===== config.mk =====
export PLATFORM = sky130hd
export DESIGN_NAME = bias_buf_ctrl
export DESIGN_NICKNAME = d
export VERILOG_FILES = /design/src/rtl/bias_buf_pkg.sv /design/src/rtl/bias_rd_fifo.sv /design/src/rtl/bias_buf_ctrl.sv
export SDC_FILE = /design/constraint.sdc
export NUM_CORES = 1
export LEC_CHECK = 0
export CAP_MARGIN = 15
export CORE_MARGIN = 3
export CORE_UTILIZATION = 50
export CTS_BUF_LIST = sky130_fd_sc_hd__clkbuf_8
export DETAILED_ROUTE_END_ITERATION = 12
export PLACE_DENSITY = 0.82
export REMOVE_ABC_BUFFERS = 1
export SYNTH_ARGS = -nofsm -noshare
export SYNTH_HDL_FRONTEND = slang
export SYNTH_SLANG_ARGS = --single-unit

===== constraint.sdc =====
create_clock -name clk -period 2.7 [get_ports clk]
set_input_delay 0.405 -clock clk [delete_from_list [all_inputs] [get_ports clk]]
set_output_delay 0.405 -clock clk [all_outputs]
set_load 0.03 [all_outputs]

===== src/rtl/bias_buf_pkg.sv =====
// Shared types and constants for the bias SRAM controller.
// FIFO depth derives from the SRAM read latency.
package bias_buf_pkg;

    typedef enum logic [1:0] {
        IDLE  = 2'd0,
        LOAD  = 2'd1,
        READ  = 2'd2,
        DRAIN = 2'd3
    } state_t;

    localparam int STALL_W = 16;

    // Latency plus two slots sustains one word per cycle under full rate.
    function automatic int fifo_depth(input int n_delay);
        return n_delay + 2;
    endfunction

endpackage


===== src/rtl/bias_rd_fifo.sv =====
// Small synchronous FIFO with a registered head word.
// Absorbs SRAM read latency ahead of the output stream.
module bias_rd_fifo #(
    parameter int DW    = 16,
    parameter int DEPTH = 3
) (
    input  logic                       clk,
    input  logic                       rstn,
    input  logic                       push,
    input  logic                       pop,
    input  logic [DW-1:0]              din,
    output logic [DW-1:0]              dout,
    output logic [$clog2(DEPTH+1)-1:0] count,
    output logic                       empty
);

    localparam int PW = (DEPTH > 1) ? $clog2(DEPTH) : 1;
    localparam int CW = $clog2(DEPTH+1);

    logic [DW-1:0] mem [DEPTH];
    logic [PW-1:0] wp;
    logic [PW-1:0] rp;
    logic          pop_ok;

    function automatic logic [PW-1:0] nxt(input logic [PW-1:0] p);
        return (p == PW'(DEPTH-1)) ? '0 : p + 1'b1;
    endfunction

    assign empty  = (count == '0);
    assign pop_ok = pop && !empty;

    always_ff @(posedge clk) begin
        if (push) mem[wp] <= din;
    end

    always_ff @(posedge clk) begin
        if (!rstn) begin
            wp    <= '0;
            rp    <= '0;
            count <= '0;
            dout  <= '0;
        end else begin
            if (push)   wp <= nxt(wp);
            if (pop_ok) rp <= nxt(rp);
            if (push && !pop_ok)      count <= count + 1'b1;
            else if (!push && pop_ok) count <= count - 1'b1;
            // Head register tracks whatever word will be at the front next.
            if (push && (empty || (pop_ok && count == CW'(1))))
                dout <= din;
            else if (pop_ok && count > CW'(1))
                dout <= mem[nxt(rp)];
        end
    end

endmodule


===== src/rtl/bias_buf_ctrl.sv =====
// Load/read-out controller for the single-port bias SRAM.
// Define BIAS_BUF_STALL_CNT_EN to build the output-stall counter.
module bias_buf_ctrl
    import bias_buf_pkg::*;
#(
    parameter int DW      = 16,
    parameter int AW      = 4,
    parameter int DEPTH   = 16,
    parameter int N_DELAY = 1
) (
    input  logic               clk,
    input  logic               rstn,
    input  logic               ld_start,
    input  logic [AW-1:0]      ld_base,
    input  logic [AW:0]        ld_len,
    input  logic               s_valid,
    output logic               s_ready,
    input  logic [DW-1:0]      s_data,
    input  logic               rd_start,
    input  logic [AW-1:0]      rd_base,
    input  logic [AW:0]        rd_len,
    output logic               m_valid,
    input  logic               m_ready,
    output logic [DW-1:0]      m_data,
    output logic               busy,
    output logic               ld_done,
    output logic               rd_done,
    output logic [STALL_W-1:0] stall_cnt,
    output logic               mem_cs,
    output logic               mem_we,
    output logic [AW-1:0]      mem_addr,
    output logic [DW-1:0]      mem_wdata,
    input  logic [DW-1:0]      mem_rdata
);

    localparam int FD = fifo_depth(N_DELAY);
    localparam int CW = $clog2(FD+1);

    state_t         state;
    state_t         state_nx;
    logic [AW-1:0]  addr;
    logic [AW-1:0]  addr_nx;
    logic [AW-1:0]  addr_inc;
    logic [AW:0]    cnt;
    logic [AW:0]    cnt_nx;
    logic [AW:0]    out_cnt;
    logic           zlen;
    logic [N_DELAY-1:0] sr;
    logic           ld_done_q;
    logic           ld_fin;
    logic           issue;
    logic           rd_acc;
    logic           push;
    logic           pop;
    logic           fempty;
    logic [CW-1:0]  fcount;
    logic [CW-1:0]  inflight;
    logic [DW-1:0]  fdout;

    assign addr_inc = (addr == AW'(DEPTH-1)) ? '0 : addr + 1'b1;
    assign rd_acc   = (state == IDLE) && !ld_start && rd_start;

    always_comb begin
        inflight = '0;
        for (int i = 0; i < N_DELAY; i++)
            inflight = inflight + CW'(sr[i]);
    end

    always_comb begin
        state_nx  = state;
        addr_nx   = addr;
        cnt_nx    = cnt;
        s_ready   = 1'b0;
        mem_cs    = 1'b0;
        mem_we    = 1'b0;
        mem_addr  = '0;
        mem_wdata = '0;
        issue     = 1'b0;
        ld_fin    = 1'b0;
        unique case (state)
            IDLE: begin
                if (ld_start) begin
                    state_nx = LOAD;
                    addr_nx  = ld_base;
                    cnt_nx   = ld_len;
                end else if (rd_start) begin
                    addr_nx  = rd_base;
                    cnt_nx   = rd_len;
                    state_nx = (rd_len == '0) ? DRAIN : READ;
                end
            end
            LOAD: begin
                if (cnt == '0) begin
                    state_nx = IDLE;
                    ld_fin   = 1'b1;
                end else begin
                    s_ready = 1'b1;
                    if (s_valid) begin
                        mem_cs    = 1'b1;
                        mem_we    = 1'b1;
                        mem_addr  = addr;
                        mem_wdata = s_data;
                        addr_nx   = addr_inc;
                        cnt_nx    = cnt - 1'b1;
                        if (cnt == (AW+1)'(1)) begin
                            state_nx = IDLE;
                            ld_fin   = 1'b1;
                        end
                    end
                end
            end
            READ: begin
                // Reserve a FIFO slot for every read still in the SRAM pipe.
                if ((fcount + inflight) < CW'(FD)) begin
                    issue    = 1'b1;
                    mem_cs   = 1'b1;
                    mem_addr = addr;
                    addr_nx  = addr_inc;
                    cnt_nx   = cnt - 1'b1;
                    if (cnt == (AW+1)'(1)) state_nx = DRAIN;
                end
            end
            DRAIN: begin
                if (inflight == '0 && fempty) state_nx = IDLE;
            end
            default: state_nx = IDLE;
        endcase
    end

    always_ff @(posedge clk) begin
        if (!rstn) begin
            state     <= IDLE;
            addr      <= '0;
            cnt       <= '0;
            out_cnt   <= '0;
            zlen      <= 1'b0;
            sr        <= '0;
            ld_done_q <= 1'b0;
        end else begin
            state     <= state_nx;
            addr      <= addr_nx;
            cnt       <= cnt_nx;
            ld_done_q <= ld_fin;
            sr[0]     <= issue;
            for (int i = 1; i < N_DELAY; i++)
                sr[i] <= sr[i-1];
            if (rd_acc) begin
                out_cnt <= rd_len;
                zlen    <= (rd_len == '0);
            end else if (pop) begin
                out_cnt <= out_cnt - 1'b1;
            end
        end
    end

    assign push = sr[N_DELAY-1];
    assign pop  = !fempty && m_ready;

    bias_rd_fifo #(
        .DW    (DW),
        .DEPTH (FD)
    ) u_fifo (
        .clk   (clk),
        .rstn  (rstn),
        .push  (push),
        .pop   (pop),
        .din   (mem_rdata),
        .dout  (fdout),
        .count (fcount),
        .empty (fempty)
    );

    assign m_valid = !fempty;
    assign m_data  = fdout;
    assign busy    = (state != IDLE);
    assign ld_done = ld_done_q;
    assign rd_done = (pop && out_cnt == (AW+1)'(1)) ||
                     (state == DRAIN && zlen);

`ifdef BIAS_BUF_STALL_CNT_EN
    logic [STALL_W-1:0] stall_q;

    always_ff @(posedge clk) begin
        if (!rstn)
            stall_q <= '0;
        else if (rd_acc)
            stall_q <= '0;
        else if (m_valid && !m_ready && stall_q != '1)
            stall_q <= stall_q + 1'b1;
    end

    assign stall_cnt = stall_q;
`else
    assign stall_cnt = '0;
`endif

endmodule


==> impl_results.md <==
* Drt first-iter violations at 153
* DR WL/cell at 15.5 um
* First-pass GRT wire length at 15800 um
* #FFs+latches synth at 89
* CP Data Required Time at 2300 ps
* Largest family of logic cells by synthesized area: compound AO/OA/AOI/OAI gates
* Power density cells at 841 mW/mm^2
* Slew @ Worst Pin at 574 ps
* Maximum VDD drop at 0.000674 V
* Area leader, netlist: edfxtp_1
* Number of global-route vias before repair at 3274
* Final core utilization at 0.684
* HPWL Detailed at 6810 um
* Max Root-Sink Buffers at 2
* Post-synth cell types at 53
* Final setup viols at 0
* WP data arrival at 2140 ps
* DP Worst Slack at 61.9 ps
* Top FF cell, synth: edfxtp_1
* CTS Buf Count at 9
* Largest net degree at the start of global routing at 36
* Leakage power at 2.25 nW
* Adder-cell share of the synthesized area at 0.0420
* Post-synthesis mux area share at 0.0986
* GRT overflow at 0
* Area post-placement at 0.00549 mm^2
* Final ANT Viol Nets at 0
* Hold slack final at 513 ps
* Status: finished clean
* Worst Path Max Fanout at 6
* DIE AREA at 0.0101 mm^2
* Worst Setup End Kind: output port
* Initial Utilization at 0.530
* Unrepaired setup endpoints after global routing: no
* Hold Crit Class: reg -> reg
* Rel. slew slack at 0.616
* Drt pass-1 iters at 4
* Placed Instances at 620
* Worst setup margin at 158 ps
* Clk_lat worst skew at 350 ps
* Die width at 101 um
* Post-Layout Cell Count at 636
* Nets at 597
* Peak Freq at 393 MHz
* Post-synth top area share at 0.323
* Die Height at 101 um
* Clock-pin slew on the worst setup and hold paths at 90 ps
* Final Hold Fails at 0
* Area contributors post-synth: edfxtp_1, dfxtp_1, mux2i_1
* Area delta synth->final at 29.0%
* # hold bufs at CTS at 0
* Layout cells sized above 1 at 0.115
* # H-tree levels at 3
* Syn avg cell area at 10.4 um^2
* Row Count at 33
* Post-synthesis xor/xnor area fraction at 0.0137
* CTS tree: done
* CTS Sinks at 89
* Post-Syn Instances at 428
* Routed via count at 3400
* Vias per inst at 5.35
* Simple logic cell fraction of the synthesized area at 0.131
* Clk_skew at 9.81 ps
* Postcts setup bufs at 0
* Sequential area share after synthesis at 0.506
* Final Cell Area at 0.00576 mm^2
* CP Class: reg -> out
* Synth Area in Compound Gates at 0.142
* I/O pin cnt at 115
* # DRC at 0
* Total power at 4.85 mW
* CTS root buf: clkbuf_8
* Startpoint types: register
* WL final at 9840 um
* Max cap viols at 0
* Core area at 0.00842 mm^2
* Post-synth ARST share at 0
* Min Tclk post-route at 2540 ps
* Synth Warn # at 0
* Mapped cell area at 0.00447 mm^2
* Antenna cells at 0
* Gpl congestion at 0.894
* Port Buf Inserts at 98
* Setup tns final at 0 ps
* Slew Viols, Final at 0
* Total track usage at 0.199
* Layout fillers at 658
* CTS resizes at 2
* Initial antenna violation count at 0
* Tcrit/Tclk final at 0.941
* EDFF count, synth at 48
sequential cells by signal, indices dropped and copies added (netlist names):
| register | count |
|---|---|
| u_fifo.count | 2 |
| u_fifo.dout | 16 |
| ld_done | 1 |
| out_cnt | 5 |
| push | 1 |
| u_fifo.rp | 2 |
| addr | 4 |
| u_fifo.wp | 2 |
| cnt | 5 |
| u_fifo.mem | 48 |
| state | 2 |
| zlen | 1 |
cell type report:
cell class	instances	area, um^2	share of cell area
well taps	105	131	0.0228
repair buffers	109	1040	0.181
inverters	20	75.1	0.0130
clock buffers	9	124	0.0215
multi-input cells	297	1980	0.344
flip-flops and latches	89	2260	0.393
clock inverters	7	141	0.0245
routing by layer:
metal	GRT usage	up-vias	part of all wire
met1	0.248	1575	0.42
li1	-	1696	-
met4	0.0549	0	0.0069
met2	0.344	121	0.51
met5	0	-	0
met3	0.0471	8	0.062
path summary, 6_finish.rpt:
path,from,to,slack [ps],depth (start not counted)
setup / recovery,cnt[0]$_SDFFE_PN0P_,s_ready,160,5
hold / removal,cnt[1]$_SDFFE_PN0P_,cnt[1]$_SDFFE_PN0P_,510,2
setup reg to reg,state[0]$_SDFFE_PN0P_,addr[3]$_SDFFE_PN0P_,680,6
hold reg to reg,cnt[1]$_SDFFE_PN0P_,cnt[1]$_SDFFE_PN0P_,510,2
logic make-up (layout without fill, tap and decap cells):
| group | after synthesis | in the layout |
|---|---|---|
| DFF | 89 | 89 |
| AOI/OAI and AO/OA | 104 | 104 |
| other | 1 | 16 |
| and+or+nand+nor | 111 | 111 |
| xor gates and xnor gates | 7 | 7 |
| muxes | 44 | 44 |
| buffers and inverters | 57 | 145 |
| adders and majority gates | 15 | 15 |
placed cells by master (no fill, tap or decap), types with 15 or more instances in the layout:
master,Yosys,routed
inv_1,19,20
and2_1,23,23
a21oi_1,32,32
dfxtp_1,41,41
o21ai_0,43,43
nand2_1,41,41
nor2_1,18,18
ha_1,15,15
edfxtp_1,48,48
conb_1,1,16
mux2i_1,44,44
clkdlybuf4s50_1,0,75
buf_4,16,30
worst max-delay path, cell delays in order, from the launching register on:
cell	delay [ps]
dfxtp_1	390
inv_1	110
ha_1	180
nor4b_4	410
nor2_1	90
clkdlybuf4s50_1	610
synthesized netlist by cell type (all sizes together) (4+ instances only):
cell    instances
a21oi          32
clkbuf         14
nand2b          4
nand2          41
ha             15
dfxtp          41
a211oi          5
inv            20
edfxtp         48
mux2i          44
o21ai          44
and2           23
a41o            4
xnor2           5
nand3           5
buf            23
nor3            5
nor2           18
power by group:
part	switching [mW]	leakage, nW	internal, mW	total [mW]
clock network	0.462	0.136	0.712	1.17
registers	0.168	0.768	1.63	1.80
logic	1.09	1.35	0.782	1.87
(Power assumes the default switching activity.)
